`src/rtl/seg7_pkg.sv`:
```
// Shared constants for the seven-segment scanner: blank pattern, hex glyph table
// and the digit-index width helper.
package seg7_pkg;

  localparam logic [6:0] SEG_OFF = 7'b1111111;

  // Active-low segments A (MSB) .. G (LSB) for hex digits 0..F
  localparam logic [6:0] HEX_SEG [16] = '{
    7'b0000001, 7'b1001111, 7'b0010010, 7'b0000110,
    7'b1001100, 7'b0100100, 7'b0100000, 7'b0001111,
    7'b0000000, 7'b0000100, 7'b0001000, 7'b1100000,
    7'b0110001, 7'b1000010, 7'b0110000, 7'b0111000
  };

  function automatic int unsigned idx_width(input int unsigned n);
    return (n <= 32'd2) ? 32'd1 : 32'($clog2(n));
  endfunction

endpackage

```
`src/rtl/seg7_hex_decode.sv`:
```
// Combinational hex nibble to active-low seven-segment pattern.
module seg7_hex_decode
  import seg7_pkg::*;
(
  input  logic [3:0] nibble_i,
  output logic [6:0] seg_c
);

  assign seg_c = HEX_SEG[nibble_i];

endmodule

```
`src/rtl/seven_seg_scanner.sv`:
```
// Time-multiplexed N-digit common-anode seven-segment driver with leading-zero
// blanking and dead time; per-digit blink is compiled in with SEVEN_SEG_BLINK_EN.
module seven_seg_scanner
  import seg7_pkg::*;
#(
  parameter int unsigned NUM_DIGITS   = 4,
  parameter int unsigned REFRESH_DIV  = 100000,
  parameter int unsigned DEAD_CYCLES  = 16
`ifdef SEVEN_SEG_BLINK_EN
  ,
  parameter int unsigned BLINK_FRAMES = 64
`endif
) (
  input  logic                    clk,
  input  logic                    rst,
  input  logic [4*NUM_DIGITS-1:0] value,
  input  logic [NUM_DIGITS-1:0]   dp_in,
  input  logic                    load,
  input  logic                    lz_blank,
`ifdef SEVEN_SEG_BLINK_EN
  input  logic [NUM_DIGITS-1:0]   blink,
`endif
  output logic [6:0]              seg,
  output logic                    dp,
  output logic [NUM_DIGITS-1:0]   an
);

  localparam int unsigned IW = idx_width(NUM_DIGITS);
  localparam int unsigned PW = idx_width(REFRESH_DIV);
  localparam int unsigned VW = 4 * NUM_DIGITS;

  logic [PW-1:0]         presc_q, presc_d;
  logic [IW-1:0]         idx_q, idx_d;
  logic [VW-1:0]         val_q, val_d;
  logic [NUM_DIGITS-1:0] dpl_q, dpl_d;
  logic [6:0]            seg_q, seg_d;
  logic                  dp_q, dp_d;
  logic [NUM_DIGITS-1:0] an_q, an_d;

  logic [3:0]            nib;
  logic                  dp_sel;
  logic                  blank;
  logic                  all_zero;
  logic [6:0]            dec_seg;
  logic                  slot_end;

`ifdef SEVEN_SEG_BLINK_EN
  localparam int unsigned FW = idx_width(BLINK_FRAMES);
  logic [FW-1:0] frame_q, frame_d;
  logic          phase_off_q, phase_off_d;
`endif

  seg7_hex_decode u_dec (
    .nibble_i (nib),
    .seg_c    (dec_seg)
  );

  assign slot_end = (presc_q == PW'(REFRESH_DIV - 1));

  // Scan position, latch and blink phase
  always_comb begin
    presc_d = presc_q + PW'(1);
    idx_d   = idx_q;
    val_d   = val_q;
    dpl_d   = dpl_q;
`ifdef SEVEN_SEG_BLINK_EN
    frame_d     = frame_q;
    phase_off_d = phase_off_q;
`endif
    if (load) begin
      val_d = value;
      dpl_d = dp_in;
    end
    if (slot_end) begin
      presc_d = '0;
      if (idx_q == IW'(NUM_DIGITS - 1)) begin
        idx_d = '0;
`ifdef SEVEN_SEG_BLINK_EN
        if (frame_q == FW'(BLINK_FRAMES - 1)) begin
          frame_d     = '0;
          phase_off_d = ~phase_off_q;
        end else begin
          frame_d = frame_q + FW'(1);
        end
`endif
      end else begin
        idx_d = idx_q + IW'(1);
      end
    end
  end

  // Digit select, blanking and anode pattern for the current slot
  always_comb begin
    nib      = 4'h0;
    dp_sel   = 1'b0;
    blank    = 1'b0;
    all_zero = 1'b1;
    an_d     = '1;
    for (int unsigned i = 0; i < NUM_DIGITS; i++) begin
      if (idx_q == IW'(i)) begin
        nib    = val_q[4*i +: 4];
        dp_sel = dpl_q[i];
        if (presc_q >= PW'(DEAD_CYCLES)) an_d[i] = 1'b0;
      end
    end
    // Walk down from the top digit; a digit blanks only if it and all above are zero
    for (int i = int'(NUM_DIGITS) - 1; i >= 1; i--) begin
      if (val_q[4*i +: 4] != 4'h0) all_zero = 1'b0;
      if ((idx_q == IW'(i)) && all_zero) blank = lz_blank;
    end
`ifdef SEVEN_SEG_BLINK_EN
    an_d = an_d | (blink & {NUM_DIGITS{phase_off_q}});
`endif
    seg_d = blank ? SEG_OFF : dec_seg;
    dp_d  = ~dp_sel;
  end

  always_ff @(posedge clk) begin
    if (rst) begin
      presc_q <= '0;
      idx_q   <= '0;
      val_q   <= '0;
      dpl_q   <= '0;
      seg_q   <= SEG_OFF;
      dp_q    <= 1'b1;
      an_q    <= '1;
`ifdef SEVEN_SEG_BLINK_EN
      frame_q     <= '0;
      phase_off_q <= 1'b0;
`endif
    end else begin
      presc_q <= presc_d;
      idx_q   <= idx_d;
      val_q   <= val_d;
      dpl_q   <= dpl_d;
      seg_q   <= seg_d;
      dp_q    <= dp_d;
      an_q    <= an_d;
`ifdef SEVEN_SEG_BLINK_EN
      frame_q     <= frame_d;
      phase_off_q <= phase_off_d;
`endif
    end
  end

  assign seg = seg_q;
  assign dp  = dp_q;
  assign an  = an_q;

endmodule

```
`config.mk`:
```
export PLATFORM = sky130hd
export DESIGN_NAME = seven_seg_scanner
export DESIGN_NICKNAME = d
export VERILOG_FILES = /design/src/rtl/seg7_pkg.sv /design/src/rtl/seg7_hex_decode.sv /design/src/rtl/seven_seg_scanner.sv
export SDC_FILE = /design/constraint.sdc
export NUM_CORES = 1
export LEC_CHECK = 0
export CAP_MARGIN = 20
export CORE_MARGIN = 2
export CORE_UTILIZATION = 41
export CTS_CLUSTER_DIAMETER = 60
export DETAILED_ROUTE_END_ITERATION = 10
export GPL_ROUTABILITY_DRIVEN = 0
export PLACE_DENSITY_LB_ADDON = 0.25
export SLEW_MARGIN = 10
export SYNTH_ARGS = -nofsm -noshare
export SYNTH_HDL_FRONTEND = slang
export SYNTH_HIERARCHICAL = 1
export SYNTH_SLANG_ARGS = --single-unit
export TNS_END_PERCENT = 20
```
`constraint.sdc`:
```
create_clock -name clk -period 3.4 [get_ports clk]
set_clock_uncertainty 0.05 [all_clocks]
set_input_delay 0.85 -clock clk [delete_from_list [all_inputs] [get_ports clk]]
set_output_delay 0.85 -clock clk [all_outputs]
set_load 0.005 [all_outputs]
```
==> summary.txt, run 1 <==
Status
  – Status: complete, no violations

Timing
  – Total Neg Setup Slack: 0 ns
  – F_max: 0.339 GHz
  – Final Hold Fails: 0
  – Final period util: 86.8%
  – Max-slew violation count: 0
  – Hold slack final: ~0.44 ns
  – Least-Margin Pin Slew: 0.653 ns
  – Rel. slew slack: between 50% and 60%
  – Tmin final: between 2 and 3 ns
  – Final Setup Violations: 0
  – Final Worst Setup Slack: roughly 0.45 ns
  – RSZ-0062 raised after global routing: false

Floorplanning
  – Row count: 27
  – Vert. Die Dim: around 81 µm
  – Chip width: 80.8 µm
  – Initial core utilization: ~43%
  – Die area: 0.00653 mm²
  – Io pins: 36
  – CORE AREA: approximately 0.0056 mm²

Detailed routing
  – Routed wire length: ~4.6 mm
  – Vias per cell: slightly above 5
  – Antenna viol nets, final: 0
  – Iteration count of the initial detailed-routing pass: 4
  – Number of DRC markers in iteration 0: between 50 and 60
  – # DRC: 0
  – Vias: roughly 1,900
  – WL/cell: ~12 µm

GRT
  – Vias in the first global route: around 1,800
  – GRT Util Overall: 15.6%
  – GRT overflow: 0
  – First-pass GRT wire length: 8.06 mm
  – Largest net degree at the start of global routing: 27
  – Initial antenna violation count: 0

Yosys
  – Post-synthesis net count: ~310
  – Synth warn: 6
  – Distinct cells, synth: 32
  – Synth Instances: approximately 270
  – Dominant cells by area after synthesis: dfxtp_1 42%, mux2i_1 10%, ha_1 6.7%
  – Dominant cell type by area after synthesis: dfxtp_1
  – Syn Std Cell Area: between 0.002 and 0.0025 mm²
  – Synth Register Bits: 51
  – Average cell area after synthesis: 8.92 µm²
  – Synth top area share: a little over two fifths
  – Sequential element share of the synthesized area: 42.2%

Critical path
  – Req. time, crit path: roughly 3.5 ns
  – CP max FO: 12
  – CP top delay family: adder cells
  – CP Launch Type: register
  – Worst setup EP type: register
  – Reg-to-Reg End: seg[3]
  – Worst path slowest cell: mux4_1
  – Max incr delay on CP: about 0.46 ns
  – Crit path cell chain: inv_1 > ha_1 > nand3b_1 > a21oi_1 > a21oi_1 > o21ai_1 > inv_1 > ha_1 > inv_1 > mux4_1 > or3_1
  – WP data arrival: slightly above 3 ns
  – R2R depth: 11
  – CP dominant cell by count: inv_1
  – CP Class: reg2reg
  – Reg2Reg Setup Slack: about 0.45 ns
  – Buffers and inverters on the worst path: 3
  – Reg-to-Reg Start: idx_q[1]

Clock network
  – Clock root buffer: clkbuf_8
  – Htree depth: 2
  – Longest Clk Path Bufs: 2
  – Clk sinks: between 50 and 60
  – CTS tree: yes
  – Later-pin clock latency in the skew report: slightly below 0.3 ns
  – TritonCTS buffer count: 5
  – Clock Pin Slew Worst Setup and Hold Paths: 0.08 ns
  – Hold_buf cts: 0

Min path
  – Hold Startpoint: presc_q[0]
  – Worst Hold End: presc_q[0]
  – Hold path depth: 1
  – Hold crit path type: reg2reg

Layout
  – Register area: slightly above 0.001 mm²
  – Final net count: about 340
  – Fin cells: 376
  – Cell area after layout: 0.00291 mm²
  – Area taken by multi-input logic gates: between 0.001 and 0.0015 mm²
  – Layout cell share with drive strength beyond 1: 4.28%
  – N_diodes: 0
  – Area Growth Syn to Fin: 20.2%
  – Utilization after layout: a little over 50%
  – FILL cells: approximately 560

Placed design
  – Post-Place Worst Slack: 0.234 ns
  – Cell Area, Placed: 0.00283 mm²
  – Placed Cells incl. Taps: 370
  – Port bufs: 35
  – Hpwl dp: between 3 and 4 mm

Pwr
  – Total power: around 1.1 mW
  – VDD IR max: 210 µV
  – Power density cells: 373 mW/mm²
  – Leak Pwr: between 1 and 1.5 nW

Flow run
  – Max Cap Violations: 0
==> sequential cells by signal, summed over array words and instances, names as in the netlist <==
signal / cells
idx_q: 2
val_q: 16
presc_q: 17
dp: 1
seg: 7
dpl_q: 4
an: 4
==> area by class of cell <==
class | count | area share (%)
multi-input combinational | 196 | 44.6
sequential | 51 | 35.1
timing repair buffer | 39 | 13.1
tap | 72 | 3.10
clock buffer | 6 | 2.50
inverter | 12 | 1.55
==> how the worst max path moves through the flow <==
stage / cells past startpoint / end / start
after floorplan: 12 / seg[3] / idx_q[1]
after global placement: 11 / seg[3] / idx_q[1]
after detailed placement: 11 / seg[3] / idx_q[1]
after CTS: 11 / seg[3] / idx_q[1]
after global routing: 11 / seg[3] / idx_q[1]
final: 11 / seg[3] / idx_q[1]
==> cell usage in the layout, fill, tap and decap left out, types with 2 or more instances in the layout <==
cell              n
xor2_1            3
a21oi_1          14
clkbuf_8          5
buf_4             4
xnor2_1          11
or4_4             2
nand3b_1          6
nor4_1            8
o21ai_0          12
ha_1             13
and3_1            2
inv_1            11
nand3_1           6
or3_1            12
nor2_1           43
nand2_1          17
mux2i_1          25
nand4_1          11
clkdlybuf4s50_1  35
dfxtp_1          51
==> kinds of logic (layout without fill, tap and decap cells) <==
kind of cell	count (synthesis)	after routing	share of synthesized area [%]
compound gates	32	32	7.35
flops	51	51	42.2
simple gates	111	111	23.0
buf+inv	24	57	4.14
xor+xnor	14	14	5.07
fa+ha+maj	13	13	6.73
mux	26	26	11.4
==> cells in the mapped netlist <==
master / instances
o21ai_0: 13
buf_1: 1
and4_1: 1
o21bai_2: 1
inv_1: 11
nor4_1: 8
nand2b_1: 1
a21oi_1: 14
dfxtp_1: 51
or4_4: 2
buf_2: 2
mux4_1: 1
mux2i_1: 25
nor3_1: 1
xor2_1: 3
buf_6: 1
a31oi_1: 1
nor2_1: 43
o211ai_1: 1
or4_1: 1
clkbuf_1: 8
o2bb2ai_1: 1
o31a_1: 1
or3_1: 12
nand3_1: 6
xnor2_1: 11
ha_1: 13
nand4_1: 11
nand2_1: 17
inv_2: 1
nand3b_1: 6
and3_1: 2
==> metal layers <==
layer	track usage [%]	share of wire [%]	wire, µm	up-vias
li1	-	-	-	1006
met1	19.2	48	2230	853
met2	26.6	45	2110	34
met3	3.56	4.8	222	10
met4	5.59	1.7	78	0
met5	0	0	0	-
==> worst register-to-register path, stage by stage, from the launching register on <==
cell      delay, ns
dfxtp_1        0.37
inv_1          0.08
ha_1           0.30
nand3b_1       0.20
a21oi_1        0.15
a21oi_1        0.06
o21ai_1        0.30
inv_1          0.17
ha_1           0.33
inv_1          0.04
mux4_1         0.46
or3_1          0.35
==> where the power goes <==
part | total, mW | internal, mW | switching, mW
clock network | 0.310 | 0.137 | 0.173
registers | 0.638 | 0.622 | 0.0160
logic | 0.134 | 0.0784 | 0.0558
==> timing repair <==
| action | in CTS | in global routing |
|---|---|---|
| resized for setup | 0 | 1 |
| setup endpoints to repair | 0 | 1 |
| setup buffers | 0 | 0 |
| endpoints found under the hold margin | 0 | 0 |
Note: power is estimated with default switching activity, not from simulation.
==> run 2: changes to the inputs <==
--- a/config.mk
+++ b/config.mk
@@ -12,7 +12,6 @@
 export DETAILED_ROUTE_END_ITERATION = 10
 export GPL_ROUTABILITY_DRIVEN = 0
 export PLACE_DENSITY_LB_ADDON = 0.25
-export SLEW_MARGIN = 10
 export SYNTH_ARGS = -nofsm -noshare
 export SYNTH_HDL_FRONTEND = slang
 export SYNTH_HIERARCHICAL = 1
==> results of run 2 <==
No change in the layout: final DEF, timing and power equal those of run 1.
==> run 3: changes to the inputs <==
--- a/config.mk
+++ b/config.mk
@@ -12,6 +12,7 @@
 export DETAILED_ROUTE_END_ITERATION = 10
 export GPL_ROUTABILITY_DRIVEN = 0
 export PLACE_DENSITY_LB_ADDON = 0.25
+export SETUP_SLACK_MARGIN = 0.15
 export SYNTH_ARGS = -nofsm -noshare
 export SYNTH_HDL_FRONTEND = slang
 export SYNTH_HIERARCHICAL = 1
==> results of run 3 <==
No change in the layout: final DEF, timing and power equal those of run 1.
